[config.mk]
export PLATFORM = sky130hd
export DESIGN_NAME = bip2_control_unit
export DESIGN_NICKNAME = d
export VERILOG_FILES = /design/src/rtl/bip2_pkg.sv /design/src/rtl/bip2_decoder.sv /design/src/rtl/bip2_control_unit.sv
export SDC_FILE = /design/constraint.sdc
export NUM_CORES = 1
export LEC_CHECK = 0
export ABC_AREA = 1
export CORE_MARGIN = 5
export CORE_UTILIZATION = 49
export DETAILED_ROUTE_END_ITERATION = 6
export GPL_TIMING_DRIVEN = 0
export PLACE_DENSITY = 0.8
export SLEW_MARGIN = 20
export SYNTH_ARGS = -nofsm -noshare
export SYNTH_HDL_FRONTEND = slang
export SYNTH_SLANG_ARGS = --single-unit
export TNS_END_PERCENT = 50
[constraint.sdc]
create_clock -name clock_in -period 1.8 [get_ports clock_in]
set_clock_uncertainty 0.05 [all_clocks]
set_input_delay 0.36 -clock clock_in [delete_from_list [all_inputs] [get_ports clock_in]]
set_output_delay 0.36 -clock clock_in [all_outputs]
set_load 0.005 [all_outputs]
[src/rtl/bip2_pkg.sv]
// Shared types, select encodings and branch helpers for the BIP2 control unit.
// Opcode values are fixed at five bits; the instruction/data width lives in the top's parameters.
package bip2_pkg;

   localparam int OPC_W = 5;

   typedef enum logic [OPC_W-1:0] {
      OP_HLT  = 5'd0,
      OP_STO  = 5'd1,
      OP_LD   = 5'd2,
      OP_LDI  = 5'd3,
      OP_ADD  = 5'd4,
      OP_ADDI = 5'd5,
      OP_SUB  = 5'd6,
      OP_SUBI = 5'd7,
      OP_BEQ  = 5'd8,
      OP_BNE  = 5'd9,
      OP_BGT  = 5'd10,
      OP_BGE  = 5'd11,
      OP_BLT  = 5'd12,
      OP_BLE  = 5'd13,
      OP_JMP  = 5'd14
   } opcode_t;

   typedef enum logic [2:0] {FETCH, DECODE, MEM, EXEC, HALT} cu_state_t;

   localparam logic [1:0] SEL_A_DATA = 2'b00;
   localparam logic [1:0] SEL_A_EXT  = 2'b01;
   localparam logic [1:0] SEL_A_ALU  = 2'b10;
   localparam logic       ALU_ADD    = 1'b0;
   localparam logic       ALU_SUB    = 1'b1;

   typedef struct packed {
      logic       req;
      logic [1:0] sel_a;
      logic       sel_b;
      logic       alu_op;
      logic       acc_wr;
      logic       status_wr;
      logic       data_rd;
      logic       data_wr;
      logic       halted;
   } ctrl_t;

   function automatic logic is_defined(input logic [OPC_W-1:0] op);
      return op <= OP_JMP;
   endfunction

   function automatic logic is_branch(input logic [OPC_W-1:0] op);
      return (op >= OP_BEQ) && (op <= OP_JMP);
   endfunction

   function automatic logic needs_mem(input logic [OPC_W-1:0] op);
      return (op == OP_LD) || (op == OP_ADD) || (op == OP_SUB);
   endfunction

   function automatic logic branch_taken(input logic [OPC_W-1:0] op, input logic z, input logic n);
      logic t;
      case (op)
         OP_BEQ:  t = z;
         OP_BNE:  t = !z;
         OP_BGT:  t = !z && !n;
         OP_BGE:  t = !n;
         OP_BLT:  t = n;
         OP_BLE:  t = n || z;
         OP_JMP:  t = 1'b1;
         default: t = 1'b0;
      endcase
      return t;
   endfunction

endpackage

[src/rtl/bip2_decoder.sv]
// Combinational map from (state, opcode) to datapath/memory strobes; zero latency.
// The top feeds it next-state values so every strobe leaves the top registered.
module bip2_decoder
   import bip2_pkg::*;
(
   input  cu_state_t        state,
   input  logic [OPC_W-1:0] opcode,
   input  logic             fetch_en,
   output ctrl_t            ctrl
);

   always_comb begin
      ctrl = '0;
      case (state)
         FETCH:  ctrl.req     = fetch_en;
         MEM:    ctrl.data_rd = 1'b1;
         HALT:   ctrl.halted  = 1'b1;
         EXEC: begin
            case (opcode)
               OP_STO: ctrl.data_wr = 1'b1;
               OP_LD: begin
                  ctrl.sel_a  = SEL_A_DATA;
                  ctrl.acc_wr = 1'b1;
               end
               OP_LDI: begin
                  ctrl.sel_a  = SEL_A_EXT;
                  ctrl.acc_wr = 1'b1;
               end
               OP_ADD, OP_ADDI, OP_SUB, OP_SUBI: begin
                  ctrl.sel_a     = SEL_A_ALU;
                  ctrl.sel_b     = (opcode == OP_ADDI) || (opcode == OP_SUBI);
                  ctrl.alu_op    = ((opcode == OP_SUB) || (opcode == OP_SUBI)) ? ALU_SUB : ALU_ADD;
                  ctrl.acc_wr    = 1'b1;
                  ctrl.status_wr = 1'b1;
               end
               default: ;
            endcase
         end
         default: ;
      endcase
   end

endmodule

[src/rtl/bip2_control_unit.sv]
// BIP2 multi-cycle controller: FETCH/DECODE/[MEM]/EXEC, branch 2, imm 3, mem-operand 4 cycles; fetch stalls on instr_valid_in.
// Optional BIP2_CU_SINGLE_STEP_EN adds step_in: each pulse (remembered one deep) releases one fetch.
module bip2_control_unit
   import bip2_pkg::*;
#(
   parameter int DATA_WIDTH    = 16,
   parameter int OPERAND_WIDTH = 11,
   parameter int OPCODE_WIDTH  = 5
) (
   input  logic                     clock_in,
   input  logic                     reset_in,
`ifdef BIP2_CU_SINGLE_STEP_EN
   input  logic                     step_in,
`endif
   output logic                     instr_req_out,
   output logic [OPERAND_WIDTH-1:0] instr_addr_out,
   input  logic                     instr_valid_in,
   input  logic [DATA_WIDTH-1:0]    instr_data_in,
   input  logic                     status_Z_in,
   input  logic                     status_N_in,
   output logic [OPERAND_WIDTH-1:0] operand_out,
   output logic [1:0]               sel_A_out,
   output logic                     sel_B_out,
   output logic                     alu_op_out,
   output logic                     acc_wr_out,
   output logic                     status_wr_out,
   output logic                     acc_reset_out,
   output logic                     status_reset_out,
   output logic                     data_rd_out,
   output logic                     data_wr_out,
   output logic                     halted_out,
   output logic                     illegal_out
);

   cu_state_t                 state, state_n;
   logic [OPERAND_WIDTH-1:0]  pc, pc_n;
   logic [DATA_WIDTH-1:0]     ir, ir_n;
   logic                      illegal, illegal_n;
   ctrl_t                     ctrl, ctrl_n, ctrl_rst;
   logic [OPCODE_WIDTH-1:0]   op, op_n;
   logic                      fetch_fire;
   logic                      fetch_en_n;

   assign op         = ir[DATA_WIDTH-1 -: OPCODE_WIDTH];
   assign op_n       = ir_n[DATA_WIDTH-1 -: OPCODE_WIDTH];
   assign fetch_fire = (state == FETCH) && ctrl.req && instr_valid_in;

`ifdef BIP2_CU_SINGLE_STEP_EN
   localparam logic RST_REQ = 1'b0;
   logic step_pend, step_pend_n;
   // A pulse landing in the same cycle a fetch completes stays pending for the next one.
   assign step_pend_n = (step_pend && !fetch_fire) || step_in;
   assign fetch_en_n  = step_pend_n;
`else
   localparam logic RST_REQ = 1'b1;
   assign fetch_en_n = 1'b1;
`endif

   always_comb begin
      state_n   = state;
      pc_n      = pc;
      ir_n      = ir;
      illegal_n = illegal;
      case (state)
         FETCH: begin
            if (fetch_fire) begin
               ir_n    = instr_data_in;
               pc_n    = pc + OPERAND_WIDTH'(1);
               state_n = DECODE;
            end
         end
         DECODE: begin
            if (!is_defined(op)) begin
               state_n   = HALT;
               illegal_n = 1'b1;
            end else if (op == OP_HLT) begin
               state_n = HALT;
            end else if (is_branch(op)) begin
               if (branch_taken(op, status_Z_in, status_N_in))
                  pc_n = ir[OPERAND_WIDTH-1:0];
               state_n = FETCH;
            end else if (needs_mem(op)) begin
               state_n = MEM;
            end else begin
               state_n = EXEC;
            end
         end
         MEM:     state_n = EXEC;
         EXEC:    state_n = FETCH;
         HALT:    state_n = HALT;
         default: state_n = FETCH;
      endcase
   end

   // Decoding the next state lets the strobes come straight from flops.
   bip2_decoder u_decoder (
      .state    (state_n),
      .opcode   (op_n),
      .fetch_en (fetch_en_n),
      .ctrl     (ctrl_n)
   );

   always_comb begin
      ctrl_rst     = '0;
      ctrl_rst.req = RST_REQ;
   end

   always_ff @(posedge clock_in) begin
      if (reset_in) begin
         state     <= FETCH;
         pc        <= '0;
         ir        <= '0;
         illegal   <= 1'b0;
         ctrl      <= ctrl_rst;
`ifdef BIP2_CU_SINGLE_STEP_EN
         step_pend <= 1'b0;
`endif
      end else begin
         state     <= state_n;
         pc        <= pc_n;
         ir        <= ir_n;
         illegal   <= illegal_n;
         ctrl      <= ctrl_n;
`ifdef BIP2_CU_SINGLE_STEP_EN
         step_pend <= step_pend_n;
`endif
      end
   end

   assign instr_req_out    = ctrl.req;
   assign instr_addr_out   = pc;
   assign operand_out      = ir[OPERAND_WIDTH-1:0];
   assign sel_A_out        = ctrl.sel_a;
   assign sel_B_out        = ctrl.sel_b;
   assign alu_op_out       = ctrl.alu_op;
   assign acc_wr_out       = ctrl.acc_wr;
   assign status_wr_out    = ctrl.status_wr;
   assign data_rd_out      = ctrl.data_rd;
   assign data_wr_out      = ctrl.data_wr;
   assign halted_out       = ctrl.halted;
   assign illegal_out      = illegal;
   assign acc_reset_out    = reset_in;
   assign status_reset_out = reset_in;

endmodule

==> results of run 1 <==
[per-stage QoR]
| step | worst slack (ps) | setup TNS [ps] | hold slack, ps | cell area [sq um] | util, % |
|---|---|---|---|---|---|
| after floorplan | 335 | 0 | 394 | 2190 | - |
| after global placement | -143 | -1710 | 420 | 2800 | 64.4 |
| after detailed placement | -151 | -2150 | 434 | 2800 | 64.4 |
| after CTS | 89.0 | 0 | 446 | 2920 | 67.0 |
| after global routing | 9.09 | 0 | 471 | 2920 | 67.2 |
| final | 101 | 0 | 451 | 2920 | 67.2 |
[registers in the layout (all words and copies together) (netlist names)]
register        cells
alu_op_out          1
data_wr_out         1
illegal_out         1
state               3
instr_req_out       1
ir                 16
acc_wr_out          1
halted_out          1
instr_addr_out     11
data_rd_out         1
sel_A_out           2
sel_B_out           1
status_wr_out       1
[cell type report]
cell class | instances | area, sq um | area share (%)
Tap cell | 52 | 65.1 | 2.23
Inverter | 34 | 128 | 4.36
Clock inverter | 3 | 46.3 | 1.58
Sequential cell | 41 | 822 | 28.1
Clock buffer | 5 | 68.8 | 2.35
Buffer | 22 | 156 | 5.35
Multi-Input combinational cell | 218 | 1090 | 37.2
Timing Repair Buffer | 55 | 549 | 18.8
[how the worst min path moves through the flow]
| stage | to | slack (ps) | depth (start not counted) |
|---|---|---|---|
| floorplan | ir[9] | 390 | 2 |
| global placement | illegal_out | 420 | 2 |
| detailed placement | ir[9] | 430 | 2 |
| CTS | ir[9] | 450 | 2 |
| global route | ir[9] | 470 | 2 |
| finish | ir[9] | 450 | 2 |
[layout by cell type (no fill, tap or decap), types with 2 or more instances in the layout]
cell type        Yosys  final
nor2_1              73     73
nand2_1             57     56
clkdlybuf4s50_1      0     54
dfxtp_1             41     40
inv_1               28     28
nand3_1             22     22
o21ai_0             14     14
buf_4               13     13
a21oi_1             11     11
o21ai_1              7      7
inv_2                6      6
nand4_1              5      5
clkbuf_8             0      5
o21ai_2              4      4
nor2_2               3      3
buf_6                3      3
clkbuf_1             3      3
nand3_2              2      2
a21oi_4              2      2
buf_2                2      2
nand3b_1             2      2
a31oi_1              2      2
[routing by layer]
metal  part of all wire [%]  wire length [microns]  vias up
met5                      0                      0        -
met4                    1.7                     90        0
met3                    5.7                    307        9
met2                     52                   2800       60
met1                     40                   2170      986
li1                       -                      -     1110
[power by group]
group	total [mW]	internal (mW)	switching [mW]
Combinational	2.49	1.13	1.36
Sequential	1.41	1.17	0.245
Clock	0.761	0.415	0.346
Total	4.66	2.72	1.95
[worst min-delay path, delay by kind of cell (launching register included)]
| kind | cells | cell delay (ps) |
|---|---|---|
| flops | 1 | 330 |
| compound gates | 1 | 60 |
| buf+inv | 1 | 80 |
[logic make-up after synthesis]
| logic type | Yosys count |
|---|---|
| and+or+nand+nor | 170 |
| DFF | 41 |
| muxes | 1 |
| AOI/OAI and AO/OA | 44 |
| xor gates and xnor gates | 2 |
| buffers and inverters | 56 |
| adders and majority gates | 1 |
[what timing repair did]
| action | in CTS | in global routing |
|---|---|---|
| resized for setup | 1 | 3 |
| setup endpoints to repair | 2 | 4 |
| endpoints found under the hold margin | 0 | 0 |
==> metrics.cfg, run 1 <==
[critical_path]
cp.required_ps=1390
crit_path_max_fanout=3
r2r_end=instr_addr_out[2]
endpoint_kind=output port
rr_worst_depth=7
critPathKind=flop to output port
critPathMaxStageDelay_ps=490
cp_slowest_cell=clkdlybuf4s50_1
crit_arrival_ps=1290
crit_chain=buf_4, clkdlybuf4s50_1
cp-start-kind=flop
path_buf_inv=2
rrSetupSlack_ps=180
crit_family=buffers and inverters
startpoint=ir[3]
crit_end=operand_out[3]
reg2reg_from=state[1]
path_depth=2

[floorplanning]
die-height_microns=76.8
fp.dieArea_sq_mm=0.00590
initial_utilization_pct=50.3
die_w_microns=76.8
io_pins=56
core_sq_mm=0.00435
num_rows=24

[logic_synthesis]
synth_top_family_by_area=simple AND/OR/NAND/NOR gates
synth_compound_area_share_pct=12.8
synthTopCellsByArea=dfxtp_1 (38%), nor2_1 (13%), nand2_1 (9.8%)
yosysWarnings=0
yosys_register_bits=41
synth_xor_area_share_pct=0.800
muxShareOfSynthArea_pct=0.457
ys_seq_area_share_pct=37.5
synth.most_common_cell=nor2_1
synth_nets=337
synthSimpleGateAreaFrac_pct=34.9
syn_inst=315
synthTopCellsByCount=nor2_1 (73), nand2_1 (57), dfxtp_1 (41)
synth_fa_ha_area_share_pct=0.572
syn_area_per_cell_sq_um=6.95
ys_dominant_reg_cell=dfxtp_1
syn_area_sq_mm=0.00219
synth_edf_count=0
yosysTopAreaCell=dfxtp_1
async_flop_share_pct=0
synth_cell_types=35
yosys.area.top_type_share_pct=37.5

[place]
placed_cells=422
hpwl_microns=4120
gp_congestion=0.871
numPortBuffers=55

[global_route]
grtUsageMet2_pct=33.5
grt_max_degree=15
gr-usage-met1_pct=20.6
busiest_layer=met2
grt_pass1_vias=2003
grt_util_met3_pct=3.98
gr-total-overflow=0
grtUsageTotal_pct=18.5
antenna_found_initial=0
grt_pass1_wl_microns=8940

[layout]
instances_no_fill=430
nets=399
diodes=0
synthToLayoutAreaGrowth_pct=33.6
drive_gt1_share_pct=13.8
nFillCells=368

[clock_tree]
cts_tree=yes
clkTransAtPathRegs_ps=80
clk_latency_ps=300
cts_inserted_buffers=5
ctsRootBufferMaster=clkbuf_8
clock_path_buffers=2
htree_levels=2
cts_sinks=41
postCtsHoldBufs=0
post_cts_buffers=0

[routing]
wl_per_cell_microns=12.5
ant_nets=0
drt-total-wl_microns=5370
via_per_inst=5.03
first_pass_iters=4
drc=0
first_iter_violations=169
num_vias=2165

[power_and_ir_drop]
ir_worst_vdd_mv=0.931
powerDensity_mw_per_mm2=1590
power_leakage_nw=1.27
power_mw=4.66

[min_path]
min-delay-start=ir[9]
hold_path_class=flop to flop

[sta]
maxSlewHeadroom_pct=65.6
post-route-period-util_pct=94.4
maxSlewViolCount=0
min_period_ps=1700
setup_viol=0
hold_violations=0
worstMarginPinSlew_ps=516
rsz0062_at_grt=false
fmax_ghz=0.588

[outcome]
status=finished, final reports clean

[flow_run]
drv_cap=0

No activity file was read; power rests on OpenSTA's default activity.
==> inputs of run 2 (changes only) <==
Settings changed: CORE_UTILIZATION 49 to 44, PLACE_DENSITY 0.8 to 0.76.
Clock period 1.8 ns to 1.4 ns, I/O delays scaled along.
==> run 2 against run 1 <==
Net effect:
- die area up 9.8%
- design area up 25%
- core utilization up 9.1 points
- combinational power up 98%
- sequential share of layout area down 3.8 points
- via count up 16%
- global-route usage up 1.7 points
- largest power group unchanged
- total power up 68%
- the run now ends with negative setup slack left
==> metrics.cfg, run 2 (synthesis results as in run 1) <==
[power_and_ir_drop]
powerDensity_mw_per_mm2=2150  ; +35%
power_leakage_nw=1.73  ; +36%
power_mw=7.84  ; +68%
ir_worst_vdd_mv=1.24  ; +33%

[clock_tree]
clock_path_buffers=2  ; unchanged
clkTransAtPathRegs_ps=90  ; about the same
cts_sinks=41  ; unchanged
cts_inserted_buffers=5  ; unchanged
postCtsHoldBufs=0  ; unchanged
htree_levels=2  ; unchanged
clk_latency_ps=300  ; about the same
ctsRootBufferMaster=clkbuf_8
cts_tree=yes

[sta]
fmax_ghz=0.639
worstMarginPinSlew_ps=569  ; +53.4 ps
holdWs_ps=440  ; -10.4 ps
setup_slack_ps=-166  ; -266 ps
setup_viol=23  ; +23
post-route-period-util_pct=112
rsz0062_at_grt=true
maxSlewHeadroom_pct=62.0  ; -3.6 points
min_period_ps=1570
fin_tns_setup_ps=-1980  ; -1980 ps
maxSlewViolCount=0  ; unchanged
hold_violations=0  ; unchanged

[layout]
instances_no_fill=485  ; +13%
drive_gt1_share_pct=41.4  ; +28 points
synthToLayoutAreaGrowth_pct=66.8
regMostFlops=ir
postLayoutCoreUtil_pct=76.3  ; +9.1 points
nets=439  ; +10%
regArea_sq_um=886  ; +7.8%
largest_reg_flops=16  ; unchanged
final_common_cell=nor2_1
fin_area_sq_mm=0.00365  ; +25%
diodes=0  ; unchanged
nFillCells=331  ; -10%
multi_input_comb_area_sq_mm=0.00136  ; +25%
final_cell_mix=nor2_1 (61), nand2_1 (44), buf_4 (43)

[routing]
first_pass_iters=6  ; +2
ant_nets=0  ; unchanged
num_vias=2521  ; +16%
drc=0  ; unchanged
drt-total-wl_microns=7360  ; +37%
wl_per_cell_microns=15.2  ; +22%
via_per_inst=5.20  ; +3.2%
first_iter_violations=235  ; +39%

[critical_path]
cp_common_cell=a21oi_1
r2r_end=instr_req_out
cp.required_ps=1550  ; +160 ps
rrSetupSlack_ps=-170  ; -350 ps
crit_path_max_fanout=3  ; unchanged
reg2reg_from=ir[14]
startpoint=ir[14]
rr_worst_depth=6  ; -1
critPathMaxStageDelay_ps=380  ; -110 ps
critPathKind=flop to flop
endpoint_kind=flop
cp-start-kind=flop
cp_slowest_cell=dfxtp_4
crit_chain=inv_1, nand4_1, a21oi_1, a21oi_1, o21ai_1, nor2_1
crit_arrival_ps=1720  ; +430 ps
crit_end=instr_req_out

[place]
placed_area_sq_mm=0.00284  ; +1.2%
pre_cts_slack_ps=-454  ; -303 ps
gp_congestion=0.865  ; -0.65%
numPortBuffers=55  ; unchanged
placed_cells=437  ; +3.6%
hpwl_microns=4110  ; -0.16%

[floorplanning]
core_sq_mm=0.00479  ; +9.9%
die-height_microns=80.5  ; +4.8%
num_rows=25  ; +4.2%
io_pins=56  ; unchanged
initial_utilization_pct=45.7  ; -4.5 points
fp.dieArea_sq_mm=0.00648  ; +9.8%
die_w_microns=80.5  ; +4.8%

[global_route]
grt_pass1_vias=2331  ; +16%
grt_max_degree=15  ; unchanged
gr-total-overflow=0  ; unchanged
grt_pass1_wl_microns=10400  ; +17%
antenna_found_initial=0  ; unchanged
grtUsageTotal_pct=20.2  ; +1.7 points

[flow_run]
drv_cap=0  ; unchanged

[outcome]
status=finished, violations left
violations=negative setup slack

[min_path]
hold_path_depth=2  ; unchanged
hold_path_class=flop to flop

## run 2: worst min path at each step
stage                                 start     endpoint  slack [ps]
after floorplan           instr_data_in[13]       ir[13]         380
after global placement                ir[9]        ir[9]         410
after detailed placement        illegal_out  illegal_out         420
after CTS                          reset_in  data_rd_out         420
after global routing            illegal_out  illegal_out         470
final                           illegal_out  illegal_out         440
## run 2: layout make-up
cell class | instances | area share (%)
Clock buffer | 5 | 1.89
Tap cell | 67 | 2.30
Clock inverter | 3 | 1.27
Timing Repair Buffer | 95 | 24.2
Buffer | 22 | 4.77
Sequential cell | 41 | 24.3
Inverter | 34 | 3.98
Multi-Input combinational cell | 218 | 37.4
## run 2: routing by layer
layer / GRT usage (%) / wire (microns)
met5: 0 / 0
met4: 6.93 / 152
met3: 4.15 / 404
met2: 35.7 / 3940
met1: 24.1 / 2860
## run 2: report_power, final
group	internal (mW)	switching [mW]
registers	1.59	0.308
logic	2.34	2.60
clock network	0.534	0.463
## run 2: critical path: cells and delay by family (launching register included)
kind | cells | cell delay [ps]
DFF | 1 | 380
and+or+nand+nor | 2 | 320
buffers and inverters | 1 | 210
AOI/OAI and AO/OA | 3 | 510
## run 2: timing repair
item                       4_1_cts  5_1_grt
cloned                           2        1
setup endpoints to repair       56       37
resized for setup              103       72
buffers inserted                31        6
pin swaps                       16       34
==> inputs of run 3 (changes only) <==
Settings changed: CORE_UTILIZATION 44 to 52, PLACE_DENSITY 0.76 to 0.84.
Clock period 1.4 ns to 1.97 ns, I/O delays scaled along.
==> run 3 against run 2 <==
Net effect:
- the run now ends clean
- combinational power decreased by 54%
- die area decreased by 14%
- clock power decreased by 20%
- cell count decreased by 12%
- non-clock buffer count decreased by 40
- worst setup slack improved by 410 ps
- register-to-register slack improved by 470 ps
- sequential share of layout area increased by 3.7 points
- flip-flop and latch count unchanged
- critical path depth decreased by 3
- critical path type is now primary input to output port
- critical endpoint is now status_reset_out
- highest routed layer unchanged
==> metrics.cfg, run 3 (synthesis results as in run 1) <==
[critical_path]
cp.required_ps=1530  ; -20 ps
startpoint=reset_in
reg2reg_from=instr_addr_out[0]
crit_path_max_fanout=4  ; +1
critPathKind=primary input to output port
endpoint_kind=output port
cp-start-kind=primary input
rr_worst_depth=10  ; +4
crit_arrival_ps=1280  ; -440 ps

[floorplanning]
num_rows=23  ; -8.0%
die-height_microns=74.9  ; -7.0%
die_w_microns=74.9  ; -7.0%
io_pins=56  ; unchanged
fp.dieArea_sq_mm=0.00561  ; -14%
core_sq_mm=0.00403  ; -16%
initial_utilization_pct=54.3  ; +8.6 points

[global_route]
grt_max_degree=14  ; -1
antenna_found_initial=0  ; unchanged
grtUsageTotal_pct=20.8  ; +0.63 points
grt_pass1_vias=2034  ; -13%
gr-total-overflow=0  ; unchanged
grt_pass1_wl_microns=9000  ; -14%

[sta]
post-route-period-util_pct=87.7
min_period_ps=1730
setup_viol=0  ; -100%
maxSlewViolCount=0  ; unchanged
holdWs_ps=442  ; +1.33 ps
worstMarginPinSlew_ps=497  ; -71.8 ps
hold_violations=0  ; unchanged
rsz0062_at_grt=false
fmax_ghz=0.579
setup_slack_ps=243  ; +408 ps
maxSlewHeadroom_pct=66.8  ; +4.8 points
fin_tns_setup_ps=0  ; +1980 ps

[clock_tree]
clkTransAtPathRegs_ps=80  ; about the same
clock_path_buffers=2  ; unchanged
post_cts_buffers=0  ; -100%
cts_tree=yes
htree_levels=2  ; unchanged
clk_latency_ps=290  ; about the same
cts_inserted_buffers=5  ; unchanged
cts_sinks=41  ; unchanged
ctsRootBufferMaster=clkbuf_8

[layout]
final_cell_mix=nor2_1 (73), nand2_1 (57), clkdlybuf4s50_1 (54)
diodes=0  ; unchanged
nets=399  ; -9.1%
regMostFlops=ir
fin_area_sq_mm=0.00293  ; -20%
instances_no_fill=428  ; -12%
synthToLayoutAreaGrowth_pct=34.1
final_common_cell=nor2_1
drive_gt1_share_pct=13.0  ; -28 points
nFillCells=325  ; -1.8%
largest_reg_flops=16  ; unchanged
postLayoutCoreUtil_pct=72.8  ; -3.4 points

[flow_run]
drv_cap=0  ; unchanged

[power_and_ir_drop]
p_switching_mw=1.76  ; -48%
ir_worst_vdd_mv=0.861  ; -31%
powerDensity_mw_per_mm2=1480  ; -31%
p_clk_share_pct=18.3  ; +5.6 points
combPwrFrac_pct=52.2  ; -11 points
p_seq_share_pct=29.5  ; +5.3 points
internal_power_mw=2.60  ; -42%
power_mw=4.36  ; -44%
power_leakage_nw=1.29  ; -26%
switching_share_pct=40.3  ; -2.7 points

[min_path]
min-delay-start=illegal_out
hold_path_depth=2  ; unchanged
hold_path_class=flop to flop

[outcome]
status=finished, final reports clean

[place]
gp_congestion=0.819  ; -5.4%
placed_area_sq_mm=0.00280  ; -1.3%
hpwl_microns=4290  ; +4.2%
pre_cts_slack_ps=-33.8  ; +420 ps
numPortBuffers=55  ; unchanged
placed_cells=420  ; -3.9%

[routing]
ant_nets=0  ; unchanged
via_per_inst=5.02  ; -3.4%
first_pass_iters=4  ; -2
num_vias=2148  ; -15%
drt-total-wl_microns=5390  ; -27%
first_iter_violations=179  ; -24%
drc=0  ; unchanged
wl_per_cell_microns=12.6  ; -17%

[run 3: cell count changes in the layout (fill, tap and decap cells not counted), moves of 8 or more]
cell and delta:
clkdlybuf4s50_1 +38, nor2_4 -8, dfxtp_1 +32, nor2_1 +12, buf_4 -30, nand2_1 +13
dlygate4sd2_1 -34, dfxtp_2 -22, nand3_1 +9, dfxtp_4 -10
[run 3: worst paths after layout]
| path | to | slack, ps |
|---|---|---|
| worst max-delay path | status_reset_out | 240 |
| worst min-delay path | illegal_out | 440 |
| worst max register to register | instr_addr_out[8] | 300 |
| worst min register to register | illegal_out | 440 |
[run 3: power by group through the flow]
stage          registers [mW]  logic (mW)  clock network (mW)
6_report                 1.29        2.27               0.798
5_1_grt                  1.32        2.55               0.854
4_1_cts                  1.28        2.28               0.806
3_5_place_dp             1.30        2.27                   0
3_3_place_gp             1.30        2.20                   0
2_1_floorplan            1.26        1.58                   0
[run 3: area by class of cell]
cell class,count,area [sq um],area share (%)
plain buffers,22,156,5.33
inverters,34,128,4.35
clock buffers,5,68.8,2.35
multi-input cells,218,1080,36.9
flip-flops and latches,41,821,28.0
clock inverters,3,65.1,2.22
well taps,50,62.6,2.13
repair buffers,55,549,18.7
[run 3: critical path, cell delays in order]
cell and delay [ps]:
dlygate4sd2_1 260, buf_4 130, clkdlybuf4s50_1 500
[run 3: layer usage]
layer	share of wire, %	wire length (microns)	global-route usage [%]
met5	0	0	0
met4	2.0	108	7.31
met3	5.7	306	5.34
met2	52	2790	37.5
met1	41	2190	23.7
[run 3: timing repair]
| action | in CTS | in global routing |
|---|---|---|
| resized for setup | 1 | 0 |
| setup endpoints to repair | 2 | 0 |
| hold buffers | 0 | 0 |
